==> config.mk <==
export PLATFORM = sky130hd
export DESIGN_NAME = mem_stage
export DESIGN_NICKNAME = d
export VERILOG_FILES = /design/src/rtl/mem_stage.sv
export SDC_FILE = /design/constraint.sdc
export NUM_CORES = 1
export LEC_CHECK = 0
export ABC_CLOCK_PERIOD_IN_PS = 5800
export CORE_AREA = 8 8 115 117
export CTS_CLUSTER_SIZE = 28
export DETAILED_ROUTE_END_ITERATION = 6
export DIE_AREA = 0 0 123 125
export DONT_BUFFER_PORTS = 1
export PLACE_DENSITY = 0.68
export SYNTH_ARGS = -nofsm -noshare
export SYNTH_HDL_FRONTEND = slang
export SYNTH_SLANG_ARGS = --single-unit
==> constraint.sdc <==
create_clock -name clk -period 5.8 [get_ports clk]
set_input_delay 1.74 -clock clk [delete_from_list [all_inputs] [get_ports clk]]
set_output_delay 1.74 -clock clk [all_outputs]
set_load 0.01 [all_outputs]
==> src/rtl/mem_stage.sv <==
// MEM stage of the five-stage MIPS pipeline: branch resolve, req/ack data-memory
// access with timeout abort, and the MEM/WB pipeline latch.
module mem_stage #(
  parameter int          TIMEOUT  = 255,
  parameter logic [31:0] ERR_DATA = 32'hDEADBEEF
) (
  input  logic        clk,
  input  logic        reset,
  input  logic [2:0]  m_ctl,
  input  logic [1:0]  wb_ctl,
  input  logic [31:0] branch_target,
  input  logic        zero,
  input  logic [31:0] alu_result,
  input  logic [31:0] write_data,
  input  logic [4:0]  write_reg,
  input  logic [31:0] dmem_rdata,
  input  logic        dmem_ack,
  output logic        dmem_req,
  output logic        dmem_we,
  output logic [31:0] dmem_addr,
  output logic [31:0] dmem_wdata,
  output logic        stall,
  output logic        pcsrc,
  output logic [31:0] pc_target,
  output logic [1:0]  wb_ctl_out,
  output logic [31:0] read_data,
  output logic [31:0] alu_out,
  output logic [4:0]  wb_reg,
  output logic        bus_err
);

  typedef enum logic {
    S_IDLE,
    S_WAIT
  } state_t;

  localparam logic [7:0] LAST_WAIT = 8'(TIMEOUT - 1);

  state_t      state;
  state_t      next_state;
  logic [7:0]  counter;
  logic        mem_op;
  logic        complete;
  logic        abort;

  assign mem_op    = m_ctl[1] | m_ctl[0];
  assign pcsrc     = m_ctl[2] & zero;
  assign pc_target = branch_target;

  always_ff @(posedge clk or negedge reset) begin
    if (!reset) begin
      state <= S_IDLE;
    end else begin
      state <= next_state;
    end
  end

  // An ack arriving in the timeout cycle wins, so abort is only raised without ack.
  always_comb begin
    next_state = state;
    stall      = 1'b0;
    complete   = 1'b0;
    abort      = 1'b0;
    case (state)
      S_IDLE: begin
        if (mem_op) begin
          stall      = 1'b1;
          next_state = S_WAIT;
        end
      end
      S_WAIT: begin
        if (dmem_ack) begin
          complete   = 1'b1;
          next_state = S_IDLE;
        end else if (counter >= LAST_WAIT) begin
          complete   = 1'b1;
          abort      = 1'b1;
          next_state = S_IDLE;
        end else begin
          stall = 1'b1;
        end
      end
      default: next_state = S_IDLE;
    endcase
  end

  always_ff @(posedge clk or negedge reset) begin
    if (!reset) begin
      counter    <= 8'd0;
      dmem_req   <= 1'b0;
      dmem_we    <= 1'b0;
      dmem_addr  <= 32'd0;
      dmem_wdata <= 32'd0;
      wb_ctl_out <= 2'b00;
      read_data  <= 32'd0;
      alu_out    <= 32'd0;
      wb_reg     <= 5'd0;
      bus_err    <= 1'b0;
    end else if (state == S_IDLE) begin
      if (mem_op) begin
        dmem_req   <= 1'b1;
        dmem_we    <= m_ctl[0];
        dmem_addr  <= {alu_result[31:2], 2'b00};
        dmem_wdata <= write_data;
        counter    <= 8'd0;
        wb_ctl_out <= 2'b00;
      end else begin
        wb_ctl_out <= wb_ctl;
        alu_out    <= alu_result;
        wb_reg     <= write_reg;
      end
    end else if (complete) begin
      dmem_req   <= 1'b0;
      wb_ctl_out <= wb_ctl;
      alu_out    <= alu_result;
      wb_reg     <= write_reg;
      if (!dmem_we) begin
        read_data <= abort ? ERR_DATA : dmem_rdata;
      end
      if (abort) begin
        bus_err <= 1'b1;
      end
    end else begin
      wb_ctl_out <= 2'b00;
      if (counter < LAST_WAIT) begin
        counter <= counter + 8'd1;
      end
    end
  end

endmodule

==> results.md <==
CTS:
- The count of instances resized after the clock tree is built is 0.
- CTS placed an instance of sky130_fd_sc_hd__clkbuf_16 at the clock tree root.
- After clock tree synthesis, the clock-pin slew on the worst setup and hold paths is 60 ps.
- The clock reaches the later pin of the worst-skew pair after 400 ps.
- The number of buffers created by CTS is 17.
- The post-CTS repair timing setup buffer count is 0.
- The number of hold-repair buffers added at the cts stage is 0.
- The level count of the clock H-tree is 4.
- TritonCTS built the clock tree.
- CTS saw 145 sinks.
- The clock passes through at most 2 buffers.

Synthesis:
- The most frequently used flop master after synthesis is sky130_fd_sc_hd__dfrtp_1.
- The dominant cell by count in the synthesized netlist is sky130_fd_sc_hd__nand2_1.
- The async set or reset register ratio after synthesis is 1.00.
- The mapped netlist covers 5950 um^2.
- Sorting the synthesized cells by how often they occur yields 189 x sky130_fd_sc_hd__nand2_1, 145 x sky130_fd_sc_hd__dfrtp_1, 37 x sky130_fd_sc_hd__mux2_4.
- The share of the yosys chip area belonging to registers is 0.610.
- The count of warnings emitted by yosys is 0.
- Each instance of the synthesized netlist takes up on average 11.6 um^2.
- The share of synthesized area in the top cell type comes to 0.610.
- In this run, distinct cell masters in the synthesized netlist total 43.
- After synthesis the netlist holds a flip-flop and latch count of 145.
- By area the synthesized netlist is led by sky130_fd_sc_hd__dfrtp_1 61%, sky130_fd_sc_hd__nand2_1 12%, sky130_fd_sc_hd__mux2_4 9.3%, sky130_fd_sc_hd__buf_4 4.3%, sky130_fd_sc_hd__o22a_1 3.5%.
- Summed over all instances, the cell type with the most area after synthesis is sky130_fd_sc_hd__dfrtp_1.
- The number of enable-type register cells in the synthesized netlist is 0.
- Counting every instance in the synthesized netlist gives 515.

Place:
- The number of I/O port buffers is 0.
- The post-place setup slack is 1770 ps.
- Routability-driven placement finished with a final weighted congestion of 0.825.
- The detailed placement HPWL is 9.84 mm.

Die:
- 314 I/O pins were placed.
- The height of the chip is 125 um.
- Row generation in the floorplan step produced 40 rows.
- The die is 123 um wide.
- The initial core utilization is 0.512.
- The core region is 11,600 um^2.
- The full die area is 15,400 um^2.

Hold path:
- The hold path startpoint is bus_err.
- The number of cells on the worst hold path is 1.
- The hold path endpoint is bus_err.
- The type of the tightest min-delay check is flop to flop.

STA:
- The worst pin sits at a relative slew slack of 0.488.
- Based on the critical path, the design can be clocked at up to 0.248 GHz.
- For the final database, setup skew stands at 7.64 ps.
- The final hold violation count is 0.
- The routed design could run at a clock period as short as 4030 ps.
- Summed over all failing endpoints, the final setup total negative slack is 0 ps.
- The number of pins with negative max-slew slack in the final report is 0.
- The pin slew with the least headroom to its limit is 766 ps.
- The slack of the critical path is 1770 ps.
- Setup repair after global routing left no endpoint under its margin.
- Setup violations remaining at the end of the flow were counted as 0.
- The ratio of final minimum period to clock period is 0.694.

Routing:
- Using the TritonRoute via totals, the vias-per-cell ratio works out to 5.45.
- The detail route stage leaves a number of antenna-violating nets equal to 0.
- The first routing iteration left 231 violations.
- The first-pass iteration count of the detailed router is 6.
- The routed wire length is 13.6 mm.
- After detailed routing, the number of remaining DRC violations is 0.
- The vias after detailed routing is 3,490.
- In the final routed layout, each cell accounts on average for 21.3 um.

Final layout:
- The number of antenna diodes in the final layout is 0.
- In the final layout, the share of cells above drive strength 1 is 0.164.
- In the final layout, the multi-input gates occupy 1910 um^2.
- The count of nets after finishing is 624.
- The fill cell instance count of the final layout is 988.
- Registers take 3630 um^2.
- In the final layout, the registers with the most flip-flops are alu_out x32, dmem_wdata x32, read_data x32.
- Compared with the post-synthesis result, the final layout area differs by 7.49%.

Setup path:
- For this run, the slowest stage of the critical path takes 210 ps.
- The endpoint arrival time on the critical path is 2290 ps.
- The classification of the worst setup path is input pin to output port.
- STA puts the critical path data required time at 4060 ps.
- Among all stages on the critical path, the largest delay is contributed by sky130_fd_sc_hd__a21oi_4.
- The startpoint identified for the worst register-to-register timing path is counter[0].
- The combined buffer and inverter count along the critical path is 1.
- The kind of cell adding the most delay to the critical path is simple AND/OR/NAND/NOR gates.
- The critical path capture point type is an output port.
- STA classifies the critical path startpoint as an input pin.
- The count of cells along the worst register-to-register path is 7.
- Walking the worst path, the cells encountered are nand2b_1 > a21oi_4 > nor2_4 > inv_2.
- In this run the worst path has a maximum fanout of 7.
- For flop-to-flop paths, the worst setup slack is 3620 ps.
- The worst register-to-register path ends at alu_out[5].

Global routing:
- The via count of the first global-routing pass is 3,652.
- For this run the aggregate overflow at the end of global routing stands at 0.
- The initial antenna violation count is 0.
- Across every metal layer, demand over resource in global routing totals 0.173.
- The first global-routing pass estimated 20.7 mm of wire.
- Entering global routing, the biggest net connects 146 pins.

Pwr:
- In this run the static leakage power is 3.14 nW.
- VDD sags by at most 0.353 mV.
- The portion of total power attributed to the clock network is 0.319.
- The internal power of the cells is 2.42 mW.
- The switching power share of the total is 0.323.
- The sequential group share of total power is 0.517.
- For this design the total switching power over the nets is 1.16 mW.
- The power density over the cells is 560 nW/um^2.
- The proportion of power drawn by combinational gates is 0.163.

Flow run:
- Max-cap violations in this run came to 0.

Run status:
- The run finished with clean final reports.
## power by group through the flow
stage	logic (mW)	clock network (mW)	registers, mW
final	0.585	1.14	1.85
after floorplan	0.552	0	1.75
after CTS	0.594	1.16	1.87
after detailed placement	0.595	0	1.88
after global placement	0.564	0	1.87
after global routing	0.657	1.22	1.90
## placed cells by master, fill, tap and decap left out, types with 4 or more instances in the layout
cell type / count
sky130_fd_sc_hd__mux2_4: 37
sky130_fd_sc_hd__o22a_1: 24
sky130_fd_sc_hd__o211ai_1: 4
sky130_fd_sc_hd__clkbuf_8: 6
sky130_fd_sc_hd__dfrtp_1: 145
sky130_fd_sc_hd__o21ai_0: 4
sky130_fd_sc_hd__nand2_1: 189
sky130_fd_sc_hd__clkbuf_16: 17
sky130_fd_sc_hd__a22o_1: 9
## worst max-delay path by stage
stage               endpoint  cells past startpoint     start  slack [ps]
finish                 stall                      4  dmem_ack        1770
global route           stall                      4  dmem_ack        1730
CTS                    stall                      4  dmem_ack        1760
detailed placement     stall                      4  dmem_ack        1770
global placement       stall                      4  dmem_ack        1800
floorplan              stall                      5  dmem_ack        1660
## cell type report
class,count,share of cell area
clock inverter,8,0.0194
inverter,4,0.00235
multi-input combinational,309,0.299
timing repair buffer,3,0.00352
tap,147,0.0288
sequential,145,0.567
clock buffer,24,0.0800
## through the flow
stage	std cells	instance area (um^2)	total power, mW	util	hold WS [ps]
after floorplan	516	5950	2.30	-	484
after global placement	608	5760	2.43	0.496	528
after detailed placement	608	5760	2.47	0.496	537
after CTS	640	6390	3.62	0.551	552
after global routing	640	6390	3.77	0.551	566
final	640	6390	3.58	0.551	547
## cell families after synthesis
family | share of synthesized area
AOI/OAI and AO/OA | 0.0740
xor gates and xnor gates | 0.00147
adders and majority gates | 0.00421
buffers and inverters | 0.0711
DFF | 0.610
muxes | 0.0953
other | 0.000630
and+or+nand+nor | 0.143
## metal layers
layer | part of all wire | vias to the layer above | global-route usage
met1 | 0.37 | 1701 | 0.194
met2 | 0.49 | 182 | 0.282
met3 | 0.11 | 25 | 0.0743
li1 | - | 1582 | -
met4 | 0.023 | 0 | 0.0730
met5 | 0 | - | 0
No activity file was read; power rests on OpenSTA's default activity.
